## config.mk

```make
export PLATFORM = sky130hd
export DESIGN_NAME = multicycle_control
export DESIGN_NICKNAME = d
export VERILOG_FILES = /design/src/rtl/mc_ctrl_pkg.sv /design/src/rtl/mc_alu_op_decode.sv /design/src/rtl/multicycle_control.sv
export SDC_FILE = /design/constraint.sdc
export NUM_CORES = 1
export LEC_CHECK = 0
export CAP_MARGIN = 10
export CORE_ASPECT_RATIO = 0.9
export CORE_MARGIN = 3
export CORE_UTILIZATION = 25
export DETAILED_ROUTE_END_ITERATION = 8
export PLACE_DENSITY = 0.59
export REMOVE_ABC_BUFFERS = 1
export SLEW_MARGIN = 20
export SYNTH_ARGS = -nofsm -noshare
export SYNTH_HDL_FRONTEND = slang
export SYNTH_SLANG_ARGS = --single-unit
```

## constraint.sdc

```tcl
create_clock -name clk -period 2.3 [get_ports clk]
set_input_delay 0.345 -clock clk [delete_from_list [all_inputs] [get_ports clk]]
set_output_delay 0.345 -clock clk [all_outputs]
set_load 0.05 [all_outputs]
```

## src/rtl/mc_ctrl_pkg.sv

```systemverilog
// mc_ctrl_pkg: opcode/funct codes, ALU and mux encodings, FSM state codes for multicycle_control
package mc_ctrl_pkg;
  localparam logic [5:0] OP_RTYPE = 6'h00, OP_J = 6'h02, OP_JAL = 6'h03, OP_BEQ = 6'h04;
  localparam logic [5:0] OP_BNE = 6'h05, OP_ADDI = 6'h08, OP_SLTI = 6'h0a, OP_ANDI = 6'h0c;
  localparam logic [5:0] OP_ORI = 6'h0d, OP_XORI = 6'h0e, OP_LUI = 6'h0f, OP_LW = 6'h23, OP_SW = 6'h2b;
  localparam logic [5:0] F_SLL = 6'h00, F_SRL = 6'h02, F_JR = 6'h08, F_JALR = 6'h09;
  localparam logic [5:0] F_ADD = 6'h20, F_SUB = 6'h22, F_AND = 6'h24, F_OR = 6'h25;
  localparam logic [5:0] F_XOR = 6'h26, F_SLT = 6'h2a;
  localparam logic [2:0] ALU_AND = 3'b000, ALU_OR = 3'b001, ALU_ADD = 3'b010, ALU_XOR = 3'b011;
  localparam logic [2:0] ALU_SHIFT = 3'b101, ALU_SUB = 3'b110, ALU_SLT = 3'b111;
  localparam logic [1:0] PCS_ALU = 2'b00, PCS_ALUOUT = 2'b01, PCS_JUMP = 2'b10, PCS_RS = 2'b11;
  localparam logic [1:0] SRCB_RT = 2'b00, SRCB_4 = 2'b01, SRCB_IMM = 2'b10, SRCB_BR = 2'b11;
  localparam logic [3:0] S_RST = 4'd0, S_FETCH = 4'd1, S_DECODE = 4'd2, S_MEMADR = 4'd3;
  localparam logic [3:0] S_MEMRD = 4'd4, S_MEMWB = 4'd5, S_MEMWR = 4'd6, S_EXEC = 4'd7;
  localparam logic [3:0] S_RWB = 4'd8, S_IEXEC = 4'd9, S_IWB = 4'd10, S_BRANCH = 4'd11;
  localparam logic [3:0] S_JUMP = 4'd12, S_JR = 4'd13, S_EXC = 4'd14;
  function automatic logic is_r_alu(input logic [5:0] f);
    return f inside {F_SLL, F_SRL, F_ADD, F_SUB, F_AND, F_OR, F_XOR, F_SLT};
  endfunction
endpackage

```

## src/rtl/mc_alu_op_decode.sv

```systemverilog
// mc_alu_op_decode: opcode/funct -> ALUOp and operand modifiers for EXEC and IEXEC
import mc_ctrl_pkg::*;
module mc_alu_op_decode (
  input  logic [5:0] opcode,
  input  logic [5:0] funct,
  output logic [2:0] alu_op,
  output logic       zext,
  output logic       lui,
  output logic       shift
);
  logic [2:0] r_op, i_op;
  always_comb begin
    r_op = funct == F_SUB ? ALU_SUB : funct == F_AND ? ALU_AND : funct == F_OR ? ALU_OR :
           funct == F_XOR ? ALU_XOR : funct == F_SLT ? ALU_SLT :
           (funct == F_SLL || funct == F_SRL) ? ALU_SHIFT : ALU_ADD;
    i_op = opcode == OP_ANDI ? ALU_AND : opcode == OP_ORI ? ALU_OR :
           opcode == OP_XORI ? ALU_XOR : opcode == OP_SLTI ? ALU_SLT : ALU_ADD;
    alu_op = opcode == OP_RTYPE ? r_op : i_op;
    zext = opcode inside {OP_ANDI, OP_ORI, OP_XORI};
    lui = opcode == OP_LUI;
    shift = opcode == OP_RTYPE && (funct == F_SLL || funct == F_SRL);
  end
endmodule

```

## src/rtl/multicycle_control.sv

```systemverilog
// multicycle_control: multi-cycle MIPS control FSM with mem_ready stalls and retire counter; MC_ILLEGAL_TRAP_EN adds sticky EXC state
import mc_ctrl_pkg::*;
module multicycle_control #(
  parameter int CNT_W   = 32,
  parameter int STATE_W = 4
) (
  input  logic               clk,
  input  logic               rst_n,
  input  logic [5:0]         opcode,
  input  logic [5:0]         funct,
  input  logic               mem_ready,
  output logic               PCWrite,
  output logic               PCWriteCond,
  output logic               BNE,
  output logic [1:0]         PCSource,
  output logic               IorD,
  output logic               MemRead,
  output logic               MemWrite,
  output logic               IRWrite,
  output logic               RegDst,
  output logic               RegWrite,
  output logic               MemtoReg,
  output logic               Jal,
  output logic               ALUSrcA,
  output logic [1:0]         ALUSrcB,
  output logic [2:0]         ALUOp,
  output logic               signal,
  output logic               LUI,
  output logic               shift,
  output logic [CNT_W-1:0]   instr_retired,
  output logic [STATE_W-1:0] dbg_state
`ifdef MC_ILLEGAL_TRAP_EN
  ,
  output logic               illegal_instr
`endif
);
`ifdef MC_ILLEGAL_TRAP_EN
  localparam logic [3:0] S_ILL = S_EXC;
`else
  localparam logic [3:0] S_ILL = S_FETCH;
`endif
  logic [3:0] state_q, state_d, dispatch;
  logic [CNT_W-1:0] cnt_q, cnt_d;
  logic [2:0] dec_alu_op;
  logic dec_zext, dec_lui, dec_shift;
  mc_alu_op_decode u_alu_dec (
    .opcode(opcode), .funct(funct), .alu_op(dec_alu_op),
    .zext(dec_zext), .lui(dec_lui), .shift(dec_shift)
  );
  always_comb begin
    dispatch = S_ILL;
    case (opcode)
      OP_LW, OP_SW: dispatch = S_MEMADR;
      OP_RTYPE: dispatch = (funct == F_JR || funct == F_JALR) ? S_JR : is_r_alu(funct) ? S_EXEC : S_ILL;
      OP_ADDI, OP_ANDI, OP_ORI, OP_XORI, OP_SLTI, OP_LUI: dispatch = S_IEXEC;
      OP_BEQ, OP_BNE: dispatch = S_BRANCH;
      OP_J, OP_JAL: dispatch = S_JUMP;
      default: dispatch = S_ILL;
    endcase
  end
  always_comb begin
    state_d = state_q;
    {PCWrite, PCWriteCond, BNE, PCSource, IorD, MemRead, MemWrite, IRWrite, RegDst, RegWrite,
     MemtoReg, Jal, ALUSrcA, ALUSrcB, ALUOp, signal, LUI, shift} = '0;
    case (state_q)
      S_RST: state_d = S_FETCH;
      S_FETCH: begin
        MemRead = 1'b1;
        ALUSrcB = SRCB_4;
        ALUOp = ALU_ADD;
        IRWrite = mem_ready;
        PCWrite = mem_ready;
        state_d = mem_ready ? S_DECODE : S_FETCH;
      end
      S_DECODE: begin
        ALUSrcB = SRCB_BR;
        ALUOp = ALU_ADD;
        state_d = dispatch;
      end
      S_MEMADR: begin
        ALUSrcA = 1'b1;
        ALUSrcB = SRCB_IMM;
        ALUOp = ALU_ADD;
        state_d = opcode == OP_LW ? S_MEMRD : S_MEMWR;
      end
      S_MEMRD: begin
        MemRead = 1'b1;
        IorD = 1'b1;
        state_d = mem_ready ? S_MEMWB : S_MEMRD;
      end
      S_MEMWB: begin
        RegWrite = 1'b1;
        MemtoReg = 1'b1;
        state_d = S_FETCH;
      end
      S_MEMWR: begin
        MemWrite = 1'b1;
        IorD = 1'b1;
        state_d = mem_ready ? S_FETCH : S_MEMWR;
      end
      S_EXEC: begin
        ALUSrcA = 1'b1;
        ALUSrcB = SRCB_RT;
        ALUOp = dec_alu_op;
        shift = dec_shift;
        state_d = S_RWB;
      end
      S_RWB: begin
        RegWrite = 1'b1;
        RegDst = 1'b1;
        state_d = S_FETCH;
      end
      S_IEXEC: begin
        ALUSrcA = 1'b1;
        ALUSrcB = SRCB_IMM;
        ALUOp = dec_alu_op;
        signal = dec_zext;
        LUI = dec_lui;
        state_d = S_IWB;
      end
      S_IWB: begin
        RegWrite = 1'b1;
        state_d = S_FETCH;
      end
      S_BRANCH: begin
        ALUSrcA = 1'b1;
        ALUSrcB = SRCB_RT;
        ALUOp = ALU_SUB;
        PCWriteCond = 1'b1;
        PCSource = PCS_ALUOUT;
        BNE = opcode == OP_BNE;
        state_d = S_FETCH;
      end
      S_JUMP: begin
        PCWrite = 1'b1;
        PCSource = PCS_JUMP;
        RegWrite = opcode == OP_JAL;
        Jal = opcode == OP_JAL;
        state_d = S_FETCH;
      end
      S_JR: begin
        PCWrite = 1'b1;
        PCSource = PCS_RS;
        RegWrite = funct == F_JALR;
        RegDst = funct == F_JALR;
        Jal = funct == F_JALR;
        state_d = S_FETCH;
      end
      S_EXC: state_d = S_EXC;
      default: state_d = S_RST;
    endcase
  end
  // Holding in FETCH on a stall is not a new entry, so it does not count.
  always_comb cnt_d = (state_d == S_FETCH && state_q != S_FETCH && state_q != S_RST) ? cnt_q + 1'b1 : cnt_q;
  always_ff @(posedge clk or negedge rst_n) begin
    if (!rst_n) begin
      state_q <= S_RST;
      cnt_q <= '0;
    end else begin
      state_q <= state_d;
      cnt_q <= cnt_d;
    end
  end
  assign instr_retired = cnt_q;
  assign dbg_state = STATE_W'(state_q);
`ifdef MC_ILLEGAL_TRAP_EN
  assign illegal_instr = state_q == S_EXC;
`endif
endmodule
```

-- Yosys cells after proc, flatten, opt, wreduce, memory -nomap -nowiden
Index checks and enable logic that the tools add are counted.
- add/sub/neg operators: 1
- equal/unequal tests: 37
- mux-type cells: 37
- reduce and logical (&&, ||, !) cells: 24
- operator list (cell ; number):
    == test 6 x 4 -> 1 bit, second input constant ; 8
    == test 6 bit, second input constant ; 8
    two-way mux 3 bit ; 13
    case mux 4 bit (9 select lines) ; 1
    adder 32 x 1 -> 32 bit, second input constant ; 1
    == test 4 bit, second input constant ; 7
    case mux 4 bit (5 select lines) ; 1
    == test 6 x 2 -> 1 bit, second input constant ; 3
    == test 4 x 3 -> 1 bit, second input constant ; 4
    OR reduction 2 bit ; 8
    == test 6 x 3 -> 1 bit, second input constant ; 2
    zero test 6 bit ; 2
    two-way mux 1 bit ; 12
    case mux 2 bit (3 select lines) ; 2
    case mux 3 bit (3 select lines) ; 1
    == test 4 x 1 -> 1 bit, second input constant ; 2
    == test 4 x 2 -> 1 bit, second input constant ; 2
    nonzero test 8 bit ; 1
    OR reduction 7 bit ; 1
    case mux 1 bit (2 select lines) ; 3
    OR reduction 3 bit ; 2
    OR reduction 6 bit ; 1
    zero test 4 bit ; 1
    two-way mux 2 bit ; 2
    8 further kinds ; 11
- register bits: 36
- input port bits: 15
- output and inout bits: 58
- logic and storage cells: 101

-- Longest topological paths before layout
- word-level depth: 10
- mapped depth: 8
- depth with buffers taken out: 6

-- By module
From an unflattened synthesis, not the netlist that was laid out.
- cells, all modules: 301
- area total of the unflattened synthesis: 2673.8 µm²
- by module, submodules not included (module ; times used ; cells each ; area an instance (µm²) ; sequential area each (µm²)):
    multicycle_control ; 1 ; 273 ; 2479.9 ; 900.9
    mc_alu_op_decode ; 1 ; 28 ; 193.9 ; 0.0

-- Least setup slack after synthesis
Ideal clock, no wire load.
- path type: register -> output
- start: reg state_q[2] (netlist: dbg_state[2])
- end: out ALUOp[2]
- data arrival time: 3.016 ns
- data required time: 1.955 ns
- slack: -1.061 ns
- stages on the path, launching flop included: 6
- path buffers: 1
- cells stage by stage: dfrtp_1 -> clkbuf_1 -> nand2_1 -> o21ai_0 -> nand3_1 -> o41ai_1
- word-level cells in the longest chain between the ends: 3
- elaborated cells on any way between the ends: 9
- those cells by class: eq/ne: 6; mux: 1; reduce/logical: 2
- ends and longest elaborated chain (what ; RTL line ; text):
    start, declared ; multicycle_control.sv:42 ; logic [3:0] state_q, state_d, dispatch;
    start signal, assigned ; multicycle_control.sv:160 ; state_q <= state_d;
    == test 4 x 2 -> 1 bit (tied with other cells) ; multicycle_control.sv:65 ; case (state_q)
    OR reduction 3 bit (no source line) or OR reduction 2 bit (tied branches) ; -- ;
    case mux 3 bit (3 select lines) * ; multicycle_control.sv:65 ;
    end, declared ; multicycle_control.sv:26 ; output logic [2:0] ALUOp,
Mark *: on every way between the ends. The rest lies on a longest branch, timed or not.

-- Worst setup path after layout
- start: in opcode[2]
- end: out ALUOp[1]
- word-level cells in the longest chain between the ends: 6
- elaborated cells on any way between the ends: 9
- those cells by class: eq/ne: 3; mux: 5; reduce/logical: 1
- ends and longest elaborated chain (what ; RTL line ; text):
    start, declared ; multicycle_control.sv:9 ; input logic [5:0] opcode,
    == test 6 x 4 -> 1 bit ; mc_alu_op_decode.sv:17 ; opcode == OP_XORI ? ALU_XOR : opcode == OP_SLTI ? ALU_SLT : ALU_ADD;
    two-way mux 3 bit ; mc_alu_op_decode.sv:17 ;
    two-way mux 3 bit (2 in a row) ; mc_alu_op_decode.sv:16 ; i_op = opcode == OP_ANDI ? ALU_AND : opcode == OP_ORI ? ALU_OR :
    two-way mux 3 bit * ; mc_alu_op_decode.sv:18 ; alu_op = opcode == OP_RTYPE ? r_op : i_op;
    case mux 3 bit (3 select lines) * ; multicycle_control.sv:65 ;
Marked as above.

==> reports/results.txt <==
Syn. warnings - 0
Global-route met3 utilization - 0.0264
Hold Fails Final Rpt - 0
Die W - 113 um
DRC violations left - 0
# port buffers - 72
Avg Cell Area, Syn - 8.56 um2
GRT met1 Usage - 0.179
Outcome - finished, violations left
Adder-Cell Fraction of Synth Area - 0.00482
Hpwl dp - 5940 um
GR Util met2 - 0.221
Pleak - 1.87 nW
Multiplexer area fraction after synthesis - 0.00820
Vias post-DR - 2,702
CP required - 1.96 ns
Overflow after GRT - 0
Dpl ws - -0.428 ns
Final setup fails - 1
Fmax - 428 MHz
Io pins - 73
Pwr dens - 929 nW/um2
Vias in the first global route - 2,623
Antenna violations before repair - 0
WS Path Type - in2out
GRT Util Overall - 0.133
Compound-Gate Fraction of Synth Area - 0.107
Sequential fraction of the synthesis area - 0.347
VDD IR max - 871 uV
Clock Skew - 0.00741 ns
Initial core utilization - 0.263
Main combinational cell family by area after synthesis - simple AND/OR/NAND/NOR gates
Core box area - 9870 um2
Slew HR - 0.464
Slew at the pin closest to its max-slew limit - 0.804 ns
H-tree Lvls - 2
RSZ-0062 raised after global routing - yes
Routed WL - 7830 um
CP max FO - 2
Clock Sinks - 36
Final worst slack - -0.0344 ns
Drt pass-1 iters - 4
Critical Path Start Type - input port
Commonest non-fill, non-tap cell in the layout - buf_4
Row cnt - 34
Via density - 5.00
Die area - 11,600 um2
Worst EP arrival - 1.99 ns
Post-Syn Area - 2590 um2
Post-synth EDFFs - 0
Largest net degree at the start of global routing - 37
CTS clk-pin slew, worst paths - 0.06 ns
Final critical-path required period - 2.33 ns
Post-Synth Simple-Gate Area - 0.375
Layout cells sized above 1 - 0.316
Final worst-path cycle share - 1.01
CTS Buffer Depth - 2
Worst Hold Class - in2async
Max-cap viol count - 0
Diodes inserted - 0
Setup tns final - -0.0344 ns
Post-cts hold buffer count - 0
First-pass GRT wire length - 12,900 um
CTS tree - done
CTS Root Cell - clkbuf_16
CTS buffer count - 5
Die Ht - 103 um
Leading register cell type out of synthesis - dfrtp_1
Post-CTS setup buffers - 0
ANT nets after route - 0
Drt first-iter violations - 161
Crit. End Element - primary output
Violated checks - setup timing
GRT Max-Usage Layer - met2
Asr flop ratio synth - 1.00
Synth-to-layout area growth - 64.4%
Wirelength per Cell - 14.5 um
Routability cong. - 0.805
Most frequent cells in the layout - 54 x buf_4, 35 x clkdlybuf4s50_1, 33 x dfrtp_1
Worst skew pair latency - 0.28 ns
Unique masters post-synth - 51
Yosys reg bits - 36
Cells after Synth - 303
Slew Limit Fails - 0
Post-synthesis xor/xnor area fraction - 0.111
Final nets - 429
[path summary, 6_finish.rpt]
check	startpoint	to	slack (ns)	cells after the start
worst min-delay path	rst_n	instr_retired[12]	0.15	1
worst max-delay path	opcode[2]	ALUOp[1]	-0.03	7
min in group clk	instr_retired[31]	instr_retired[31]	0.48	1
max in group asynchronous	rst_n	dbg_state[0]	1.58	1
worst max register to register	instr_retired[5]	instr_retired[23]	0.16	6
worst min register to register	instr_retired[31]	instr_retired[31]	0.48	1
[synthesized netlist by cell type (2+ instances only)]
cell type | instances | area share
buf_2 | 9 | 0.017
buf_1 | 2 | 0.0029
nand3b_1 | 5 | 0.014
and4_1 | 3 | 0.010
nand2b_1 | 11 | 0.027
nand2_1 | 24 | 0.035
a221o_1 | 2 | 0.0077
a211oi_1 | 3 | 0.0087
dfrtp_1 | 36 | 0.35
nor4b_4 | 2 | 0.018
nor4b_1 | 3 | 0.010
nor4_1 | 13 | 0.031
and2_1 | 2 | 0.0048
clkbuf_1 | 11 | 0.016
nand3_1 | 19 | 0.037
o31ai_1 | 2 | 0.0058
xor2_1 | 30 | 0.10
or2_2 | 4 | 0.0096
or3_1 | 5 | 0.012
and3_1 | 4 | 0.0096
a21oi_1 | 15 | 0.029
and3b_1 | 2 | 0.0068
nand4_1 | 4 | 0.0096
nor2_1 | 20 | 0.029
inv_1 | 7 | 0.010
xnor2_1 | 3 | 0.010
nor3_1 | 20 | 0.039
o21ai_0 | 8 | 0.015
nor4_2 | 5 | 0.024
a31oi_1 | 5 | 0.012
or4_1 | 4 | 0.012
[final cells by class]
cell class | count | area, um2
Fill cell | 978 | 5610
Multi-Input combinational cell | 238 | 1700
Timing Repair Buffer | 125 | 1300
Sequential cell | 36 | 905
Tap cell | 126 | 158
Clock buffer | 5 | 125
Clock inverter | 3 | 42.5
Inverter | 7 | 26.3
[state kept, by name, summed over array words and instances (netlist names)]
register and cells:
dbg_state 4, instr_retired 32
[worst max-delay path, cell delays in order]
cell and delay, ns:
buf_6 0.09, or4_4 0.53, or3_4 0.39, a21oi_4 0.16, a211oi_2 0.06, or2_4 0.26, buf_8 0.15
[kinds of logic after synthesis]
group	count (synthesis)
AND/OR/NAND/NOR	158
AO/OA/AOI/OAI	44
flip-flops	36
XOR/XNOR	33
buffers and inverters	29
multiplexers	2
adder cells (fa/ha/maj)	1
[per-layer routing]
layer  vias to the layer above  wire length [um]  share of wire
met5                         -                 0              0
met4                         0                57         0.0073
met3                         6               420          0.054
met2                        75              3780           0.48
met1                      1301              3570           0.46
li1                       1320                 -              -
[power breakdown]
| part | internal (mW) | total (mW) | leakage, nW | switching, mW |
|---|---|---|---|---|
| clock | 0.509 | 0.767 | 0.0798 | 0.259 |
| combinational | 0.954 | 2.36 | 1.31 | 1.41 |
| sequential | 0.718 | 0.831 | 0.479 | 0.113 |
[what timing repair did]
action                                  in CTS  in global routing
endpoints found under the setup margin       9                  9
resized for setup                           37                 18
cloned                                       0                  0
pin swaps                                    7                  7
[metrics by stage]
step           utilization  total power [mW]  hold WS, ns  instances  instance area (um2)
2_1_floorplan            -              2.04       0.0494        281                 2500
3_3_place_gp         0.405              3.13        0.458        532                 3990
3_5_place_dp         0.405              3.15        0.483        532                 3990
4_1_cts              0.427              3.97        0.190        540                 4220
5_1_grt              0.432              4.16        0.230        540                 4260
6_report             0.432              3.96        0.150        540                 4260
Note: power is estimated with default switching activity, not from simulation.
